### src/rtl/adc733_seq_ctrl.sv
// adc733_seq_ctrl
//   Sequencer for the 6-channel serial ADC port. On a start pulse it raises SE,
//   waits SE_DELAY cycles, shifts N_CFG control words out on SDIFS/SDI, then
//   enters RUN. In RUN it deserialises sample frames from SDOFS/SDO, tags each
//   with a round-robin channel index and presents it on a valid/ready stream.
//
// Optional feature (compile-time macro ADC733_CH_MASK_EN):
//   adds input ch_mask[N_CH-1:0]. A completed word whose channel bit is 0 is
//   discarded (no s_valid, no overrun); the channel counter still advances.
//
// Ports:
//   adc_clk        serial bit clock, all logic on its rising edge
//   rst_l          asynchronous active-low reset
//   start          one-cycle pulse, honoured only in IDLE
//   stop           one-cycle pulse, any non-IDLE state returns to IDLE
//   sync_req       one-cycle pulse, realigns channel numbering to 0
//   SE             serial port enable
//   SDIFS / SDI    control-word frame sync / data (MSB first)
//   SDOFS / SDO    sample frame sync / data from the ADC (MSB first)
//   s_data/s_ch    captured sample and its channel index
//   s_valid        sample valid, held until s_ready
//   s_ready        downstream ready
//   cfg_done       high in RUN
//   overrun        sticky, a word was dropped while s_valid was stalled
//   frame_err_cnt  saturating count of truncated frames
module adc733_seq_ctrl #(
    parameter int                N_CH     = 6,
    parameter int                WORD_W   = 16,
    parameter int                N_CFG    = 4,
    parameter logic [WORD_W-1:0] CFG_W0   = 16'h8000,
    parameter logic [WORD_W-1:0] CFG_W1   = 16'h8131,
    parameter logic [WORD_W-1:0] CFG_W2   = 16'h8203,
    parameter logic [WORD_W-1:0] CFG_W3   = 16'h8300,
    parameter int                SE_DELAY = 8
) (
    input  logic              adc_clk,
    input  logic              rst_l,
    input  logic              start,
    input  logic              stop,
    input  logic              sync_req,
`ifdef ADC733_CH_MASK_EN
    input  logic [N_CH-1:0]   ch_mask,
`endif
    output logic              SE,
    output logic              SDIFS,
    output logic              SDI,
    input  logic              SDOFS,
    input  logic              SDO,
    output logic [WORD_W-1:0] s_data,
    output logic [2:0]        s_ch,
    output logic              s_valid,
    input  logic              s_ready,
    output logic              cfg_done,
    output logic              overrun,
    output logic [7:0]        frame_err_cnt
);

    localparam int CW = $clog2(WORD_W);

    typedef enum logic [2:0] {
        S_IDLE, S_SE_WAIT, S_CFG_FS, S_CFG_SHIFT, S_CFG_GAP, S_RUN
    } state_t;

    state_t              state_q, state_d;
    logic [7:0]          cnt_q, cnt_d;
    logic [1:0]          n_q, n_d;
    logic [WORD_W-1:0]   cfg_word, cfg_sh;

    logic                cap_act_q;
    logic [CW-1:0]       cap_cnt_q;
    logic [WORD_W-2:0]   shreg_q;
    logic                sync_pend_q, frame_sync_q;
    logic [2:0]          ch_q;
    logic [WORD_W-1:0]   s_data_q;
    logic [2:0]          s_ch_q;
    logic                s_valid_q, overrun_q;
    logic [7:0]          err_q;

    logic                run, frame_start, word_done, trunc, clr_stats;
    logic                mask_ok, drop, load;
    logic [2:0]          tag, ch_next;
    logic [WORD_W-1:0]   word;

    // ---------------- configuration FSM ----------------
    always_comb begin
        case (n_q)
            2'd0:    cfg_word = CFG_W0;
            2'd1:    cfg_word = CFG_W1;
            2'd2:    cfg_word = CFG_W2;
            default: cfg_word = CFG_W3;
        endcase
    end

    // Shift-cycle cnt_q carries bit WORD_W-2-cnt_q of the current word.
    assign cfg_sh = cfg_word << cnt_q;

    always_ff @(posedge adc_clk or negedge rst_l) begin
        if (!rst_l) begin
            state_q <= S_IDLE;
            cnt_q   <= '0;
            n_q     <= '0;
        end else begin
            state_q <= state_d;
            cnt_q   <= cnt_d;
            n_q     <= n_d;
        end
    end

    always_comb begin
        state_d  = state_q;
        cnt_d    = cnt_q;
        n_d      = n_q;
        SE       = 1'b0;
        SDIFS    = 1'b0;
        SDI      = 1'b0;
        cfg_done = 1'b0;
        case (state_q)
            S_IDLE: begin
                cnt_d = '0;
                if (start) state_d = S_SE_WAIT;
            end
            S_SE_WAIT: begin
                SE = 1'b1;
                if (cnt_q == 8'(SE_DELAY - 1)) begin
                    state_d = S_CFG_FS;
                    cnt_d   = '0;
                    n_d     = '0;
                end else begin
                    cnt_d = cnt_q + 8'd1;
                end
            end
            S_CFG_FS: begin
                SE      = 1'b1;
                SDIFS   = 1'b1;
                SDI     = cfg_word[WORD_W-1];
                state_d = S_CFG_SHIFT;
                cnt_d   = '0;
            end
            S_CFG_SHIFT: begin
                SE  = 1'b1;
                SDI = cfg_sh[WORD_W-2];
                if (cnt_q == 8'(WORD_W - 2)) begin
                    state_d = S_CFG_GAP;
                    cnt_d   = '0;
                end else begin
                    cnt_d = cnt_q + 8'd1;
                end
            end
            S_CFG_GAP: begin
                SE = 1'b1;
                if (cnt_q == 8'd1) begin
                    cnt_d = '0;
                    if (n_q == 2'(N_CFG - 1)) begin
                        state_d = S_RUN;
                    end else begin
                        n_d     = n_q + 2'd1;
                        state_d = S_CFG_FS;
                    end
                end else begin
                    cnt_d = cnt_q + 8'd1;
                end
            end
            S_RUN: begin
                SE       = 1'b1;
                cfg_done = 1'b1;
            end
            default: state_d = S_IDLE;
        endcase
        if (stop && state_q != S_IDLE) state_d = S_IDLE;
    end

    // ---------------- frame capture ----------------
    assign run         = (state_q == S_RUN);
    assign frame_start = run && SDOFS;
    assign word_done   = run && cap_act_q && (cap_cnt_q == CW'(WORD_W - 1));
    // SDOFS on the bit-0 edge is a back-to-back frame, not a truncation.
    assign trunc       = run && cap_act_q && SDOFS && !word_done;
    assign word        = {shreg_q, SDO};
    assign clr_stats   = (state_q == S_IDLE) && start;

    // A sync request applies to the first frame whose SDOFS follows it; the
    // frame already in flight keeps its normal tag.
    assign tag     = frame_sync_q ? 3'd0 : ch_q;
    assign ch_next = (tag == 3'(N_CH - 1)) ? 3'd0 : tag + 3'd1;

`ifdef ADC733_CH_MASK_EN
    assign mask_ok = ch_mask[tag];
`else
    assign mask_ok = 1'b1;
`endif

    assign drop = word_done && mask_ok && s_valid_q && !s_ready;
    assign load = word_done && mask_ok && !drop;

    always_ff @(posedge adc_clk or negedge rst_l) begin
        if (!rst_l) begin
            cap_act_q    <= 1'b0;
            cap_cnt_q    <= '0;
            shreg_q      <= '0;
            sync_pend_q  <= 1'b0;
            frame_sync_q <= 1'b0;
            ch_q         <= '0;
            s_data_q     <= '0;
            s_ch_q       <= '0;
            s_valid_q    <= 1'b0;
            overrun_q    <= 1'b0;
            err_q        <= '0;
        end else begin
            cap_act_q <= frame_start || (run && cap_act_q && !word_done);
            if (frame_start)    cap_cnt_q <= '0;
            else if (cap_act_q) cap_cnt_q <= cap_cnt_q + CW'(1);
            if (cap_act_q) shreg_q <= word[WORD_W-2:0];

            if (frame_start) begin
                // An aborted frame keeps its sync arming for the restart.
                frame_sync_q <= sync_pend_q || sync_req || (trunc && frame_sync_q);
                sync_pend_q  <= 1'b0;
            end else if (sync_req) begin
                sync_pend_q  <= 1'b1;
            end

            if (word_done) ch_q <= ch_next;

            if (load) begin
                s_data_q  <= word;
                s_ch_q    <= tag;
                s_valid_q <= 1'b1;
            end else if (s_valid_q && s_ready) begin
                s_valid_q <= 1'b0;
            end

            if (clr_stats)  overrun_q <= 1'b0;
            else if (drop)  overrun_q <= 1'b1;

            if (clr_stats)                err_q <= '0;
            else if (trunc && err_q != '1) err_q <= err_q + 8'd1;
        end
    end

    assign s_data        = s_data_q;
    assign s_ch          = s_ch_q;
    assign s_valid       = s_valid_q;
    assign overrun       = overrun_q;
    assign frame_err_cnt = err_q;

endmodule

### config.mk
export PLATFORM = sky130hd
export DESIGN_NAME = adc733_seq_ctrl
export DESIGN_NICKNAME = d
export VERILOG_FILES = /design/src/rtl/adc733_seq_ctrl.sv
export SDC_FILE = /design/constraint.sdc
export NUM_CORES = 1
export LEC_CHECK = 0
export CAP_MARGIN = 20
export CORE_AREA = 2 2 118 63
export CTS_CLUSTER_DIAMETER = 150
export CTS_CLUSTER_SIZE = 24
export DETAILED_ROUTE_END_ITERATION = 7
export DIE_AREA = 0 0 120 65
export DONT_BUFFER_PORTS = 1
export GPL_TIMING_DRIVEN = 0
export PLACE_DENSITY = 0.73
export SETUP_SLACK_MARGIN = 0.5
export SYNTH_ARGS = -nofsm -noshare
export SYNTH_HDL_FRONTEND = slang
export SYNTH_SLANG_ARGS = --single-unit
export TNS_END_PERCENT = 1
### constraint.sdc
create_clock -name adc_clk -period 2.7 [get_ports adc_clk]
set_input_delay 0.54 -clock adc_clk [delete_from_list [all_inputs] [get_ports adc_clk]]
set_output_delay 0.54 -clock adc_clk [all_outputs]
set_load 0.03 [all_outputs]
# After elaboration in Yosys (flattened, before gate mapping)
# Cells that the tools add are included.
dict set report op_classes {
  add_sub_neg 5
  eq_ne 22
  shift 1
  muxes 32
  reduce_logical 34
}
# cell n
set op_table {}
lappend op_table {{8-bit 2-to-1 mux} 5}
lappend op_table {{8-bit one-hot mux with 4 select lines} 1}
lappend op_table {{10-bit one-hot mux with 3 select lines} 1}
lappend op_table {{3-bit 2-to-1 mux} 8}
lappend op_table {{3-bit one-hot mux with 6 select lines} 1}
lappend op_table {{8-bit by 1-bit adder with 8-bit output (second input constant)} 2}
lappend op_table {{16-bit by 8-bit left shift with 15-bit output} 1}
lappend op_table {{1-bit logical AND} 14}
lappend op_table {{3-bit inequality test (second input constant)} 4}
lappend op_table {{2-bit nonzero test} 6}
lappend op_table {{3-bit equality test (second input constant)} 3}
lappend op_table {{1-bit 2-to-1 mux} 9}
lappend op_table {{8-bit by 1-bit equality test with 1-bit output (second input constant)} 1}
lappend op_table {{8-bit by 3-bit equality test with 1-bit output (second input constant)} 1}
lappend op_table {{8-bit by 4-bit equality test with 1-bit output (second input constant)} 1}
lappend op_table {{4-bit 2-to-1 mux} 2}
lappend op_table {{8-bit inequality test (second input constant)} 1}
lappend op_table {{3-bit by 2-bit equality test with 1-bit output (second input constant)} 2}
lappend op_table {{2-bit 2-to-1 mux} 3}
lappend op_table {{2-bit inequality test (second input constant)} 3}
lappend op_table {{5-bit AND reduction} 1}
lappend op_table {{5-bit OR reduction} 1}
lappend op_table {{4-bit by 1-bit adder with 4-bit output (second input constant)} 1}
lappend op_table {{2-bit equality test (second input constant)} 2}
lappend op_table {{other kinds (16)} 20}
dict set report word_totals {
  ff_bits 67
  in_bits 8
  out_inout_bits 33
  word_cells 108
}

# Logic depth before layout (Yosys ltp)
dict set report depth {
  depth_word 8
  depth_mapped 8
  ltp_nobuf 7
}

# Least setup slack after synthesis
# Ideal clock, no wire load.
dict set report synth_timing {
  kind {reg-to-output}
  startpoint {register n_q[0]}
  endpoint {output SDI}
  arrival_time_ns 1.782
  required_time_ns 2.160
  setup_slack_ns 0.378
  path_stages_with_launch 7
  path_cell_list {dfrtp_1 inv_1 ha_1 a31oi_1 nand3_1 a211o_2 a21oi_1}
}
dict set report synth_via {
  elab_chain_len 4
  word_cells_on_any_way 6
  classes_between {eq/ne (2); shift (1); mux (2); reduce/logical (1)}
}
# item line_no
set synth_lines {}
lappend synth_lines {{from (decl)} 66} ;# logic [1:0] n_q, n_d;
lappend synth_lines {{from (signal assigned)} 105} ;# n_q <= n_d;
lappend synth_lines {{2-bit equality test, or another cell as far along} 86} ;# case (n_q)
lappend synth_lines {{10-bit one-hot mux with 3 select lines (*)} 86}
lappend synth_lines {{16-bit by 8-bit left shift with 15-bit output (*)} 95} ;# assign cfg_sh = cfg_word << cnt_q;
lappend synth_lines {{1-bit one-hot mux with 2 select lines (*)} 117} ;# case (state_q)
lappend synth_lines {{to (decl)} 46} ;# output logic SDI,
# Mark *: on every way between the ends. The rest lies on a longest branch, timed or not.

# Final worst setup path
dict set report layout_timing {
  startpoint {register cnt_q[4]}
  endpoint {output SDI}
}
dict set report layout_via {
  elab_chain_len 2
}
# item line_no
set layout_lines {}
lappend layout_lines {{from (decl)} 65} ;# logic [7:0] cnt_q, cnt_d;
lappend layout_lines {{from (signal assigned)} 104} ;# cnt_q <= cnt_d;
lappend layout_lines {{16-bit by 8-bit left shift with 15-bit output} 95}
lappend layout_lines {{1-bit one-hot mux with 2 select lines} 117}
# Every way passes these cells.

==> run_results.csv <==
group,metric,value,unit
global_routing,grt.total_usage,0.187,
timing,finalHoldViolations,0,
final_layout,nets,325,
critical_path,r2r-end,"cnt_q[5]$_DFFE_PN0P_",
timing,holdWs,0.0790,ns
power,power.leakage,0.00177,µW
global_routing,antenna_found_initial,0,
timing,period_share,0.897,
clock_tree,cts_root_buffer,"clkbuf_16",
timing,max_freq,413,MHz
final_layout,area_growth,16.6,%
final_layout,drive_gt1_frac,0.253,
global_routing,grt-ovfl-total,0,
global_routing,grt_max_degree,68,
synthesis,avgSynthCellArea,11.3,µm²
critical_path,crit_end,"SDI",
placed_design,dp_hpwl,4450,µm
detailed_routing,dr.pass1.iters,4,
global_routing,grt_pass1_wl,11300,µm
detailed_routing,vias,2226,
synthesis,synth_nets,309,
critical_path,crit_required,2.16,ns
timing,fin_crit,2.42,ns
floorplan,start_util,0.476,
clock_tree,path_clk_slew,0.05,ns
synthesis,synth_cells,292,
power,power.total,3410,µW
floorplan,chipHeight,65,µm
clock_tree,clk_latency,0.32,ns
timing,clock_skew,0.00891,ns
synthesis,synthFlopType,"dfrtp_1",
clock_tree,cts_sinks,67,
floorplan,core_area,6910,µm²
timing,worstMarginPinSlew,0.879,ns
synthesis,synth_edf_count,0,
floorplan,die-width,120,µm
timing,drv_slew,0,
floorplan,dieArea,7800,µm²
final_layout,final-instance-count-excl-fill,408,
timing,setup_viol,0,
critical_path,reg2reg_slack,0.46,ns
critical_path,r2r.worst_path.cells,6,
power,peakVddDrop,0.329,mV
critical_path,worstPathArrival,1.88,ns
clock_tree,tritoncts,"yes",
synthesis,synth_seq_cells,67,
detailed_routing,ant_nets,0,
timing,slew_headroom,0.410,
clock_tree,cts_max_path_buffers,2,
job,cap_violations,0,
critical_path,r2r_start,"cnt_q[4]$_DFFE_PN0P_",
min_path,hp-class,"in2async",
timing,tns,0,ns
synthesis,yosys_warnings,0,
final_layout,diodes,0,
timing,rsz0062_at_grt,"yes",
placed_design,place_ws,0.282,ns
detailed_routing,vias_per_cell,5.46,
placed_design,gp_congestion,0.799,
detailed_routing,drc,0,
timing,setup_slack,0.278,ns
detailed_routing,wl_per_cell,15.9,µm
synthesis,async_reset_ff_frac,1.00,
clock_tree,cts-buffers-inserted,9,
detailed_routing,drt_iter0_drc,177,
floorplan,row_count,22,
clock_tree,htreeDepth,3,
run_status,status,"completed",
critical_path,start_kind,"register",
placed_design,io_buffers,0,
detailed_routing,drt-total-wl,6470,µm
placed_design,place_inst,388,
synthesis,yosysUniqueCellTypes,56,
critical_path,critPathCaptureType,"output port",
critical_path,worstPathMaxFanout,3,
synthesis,syn_area,3290,µm²
final_layout,fill_cells,604,
synthesis,synth.yosys.seq_area_share,0.510,
power,power.density,890,nW/µm²
floorplan,io_pins,41,
global_routing,first_global_vias,2261,
critical_path,criticalPathCategory,"reg2out",
critical_path,setup.worst_path.start,"cnt_q[4]$_DFFE_PN0P_",
[how the worst min path moves through the flow]
stage                from                    end  slack [ns]  depth (start not counted)
floorplan           rst_l    cap_act_q$_DFF_PN0_        0.24                          0
global placement    rst_l  s_data[5]$_DFFE_PN0P_        0.25                          0
detailed placement  rst_l  s_data[6]$_DFFE_PN0P_        0.25                          0
CTS                 rst_l  s_data[5]$_DFFE_PN0P_        0.10                          1
global route        rst_l  s_data[5]$_DFFE_PN0P_        0.11                          1
finish              rst_l  s_data[5]$_DFFE_PN0P_        0.08                          1
[repair_timing]
item                                    in CTS  in global routing
hold endpoints to repair                    67                  0
gates resized for setup                      5                  2
pin swaps                                    1                  0
setup buffers                                4                  0
endpoints found under the setup margin      16                 32
hold buffers                                 1                  0
[cell usage in the layout, fill, tap and decap left out, types with 3 or more instances in the layout]
master,instances
a21oi_1,8
and2_1,4
and3_1,3
buf_4,5
bufinv_16,3
clkbuf_16,9
clkbuf_8,4
dfrtp_1,65
ha_1,8
inv_1,12
mux2_2,33
mux2i_1,4
nand2_1,11
nand3_1,14
nand3b_1,3
nand4_1,5
nor2_1,31
nor2b_1,4
nor3_1,7
o21ai_0,11
xnor2_1,4
xor2_1,8
[report_power, final]
| part | total (µW) | internal [µW] | switching, µW |
|---|---|---|---|
| logic | 879 | 353 | 526 |
| registers | 1220 | 1110 | 107 |
| clock network | 1320 | 899 | 416 |
[synth_stat cells, types with 5 or more instances]
library cell	n	area, µm²
inv_1	12	45.0
dfrtp_1	67	1680
ha_1	9	113
o21ai_0	11	55.1
nor3_1	7	35.0
a21oi_1	9	45.0
nand2_1	11	41.3
nand3_1	14	70.1
nand4_1	5	31.3
mux2_2	33	372
nor2_1	31	116
xor2_1	8	70.1
[cell families after synthesis]
family | Yosys count | share of synthesized area
AOI/OAI and AO/OA | 42 | 0.0928
DFF | 67 | 0.510
xor gates and xnor gates | 12 | 0.0320
adders and majority gates | 9 | 0.0342
buffers and inverters | 25 | 0.0426
and+or+nand+nor | 100 | 0.163
muxes | 37 | 0.125
[per-layer routing]
| layer | GRT usage | wire length (µm) |
|---|---|---|
| met1 | 0.259 | 3250 |
| met2 | 0.281 | 2860 |
| met3 | 0.0625 | 311 |
| met4 | 0.0471 | 46 |
| met5 | 0 | 0 |
[critical path, stage by stage (launching register included)]
cell and delay [ns]:
dfrtp_2 0.41, or4_4 0.55, a211o_2 0.35, a21oi_4 0.25
[area by class of cell]
class                      count  area, µm²  share of cell area
sequential                    67       1680               0.438
multi-input combinational    200       1500               0.390
clock buffer                   9        225              0.0588
tap                           96        120              0.0313
clock inverter                 6        113              0.0294
buffer                        13       97.6              0.0255
timing repair buffer           5       57.6              0.0150
inverter                      12       45.0              0.0118
[flip-flops by register name (all words and copies together) (netlist names), 2 cells and up]
register and count:
n_q 2, s_ch 3, cnt_q 8, state_q 3, s_data 16, ch_q 3
shreg_q 15, cap_cnt_q 4, frame_err_cnt 8
[through the flow]
step	utilization	area [µm²]
after detailed placement	0.494	3410
after CTS	0.555	3830
final	0.555	3830
after floorplan	-	3290
after global routing	0.555	3830
after global placement	0.494	3410
(Power assumes the default switching activity.)
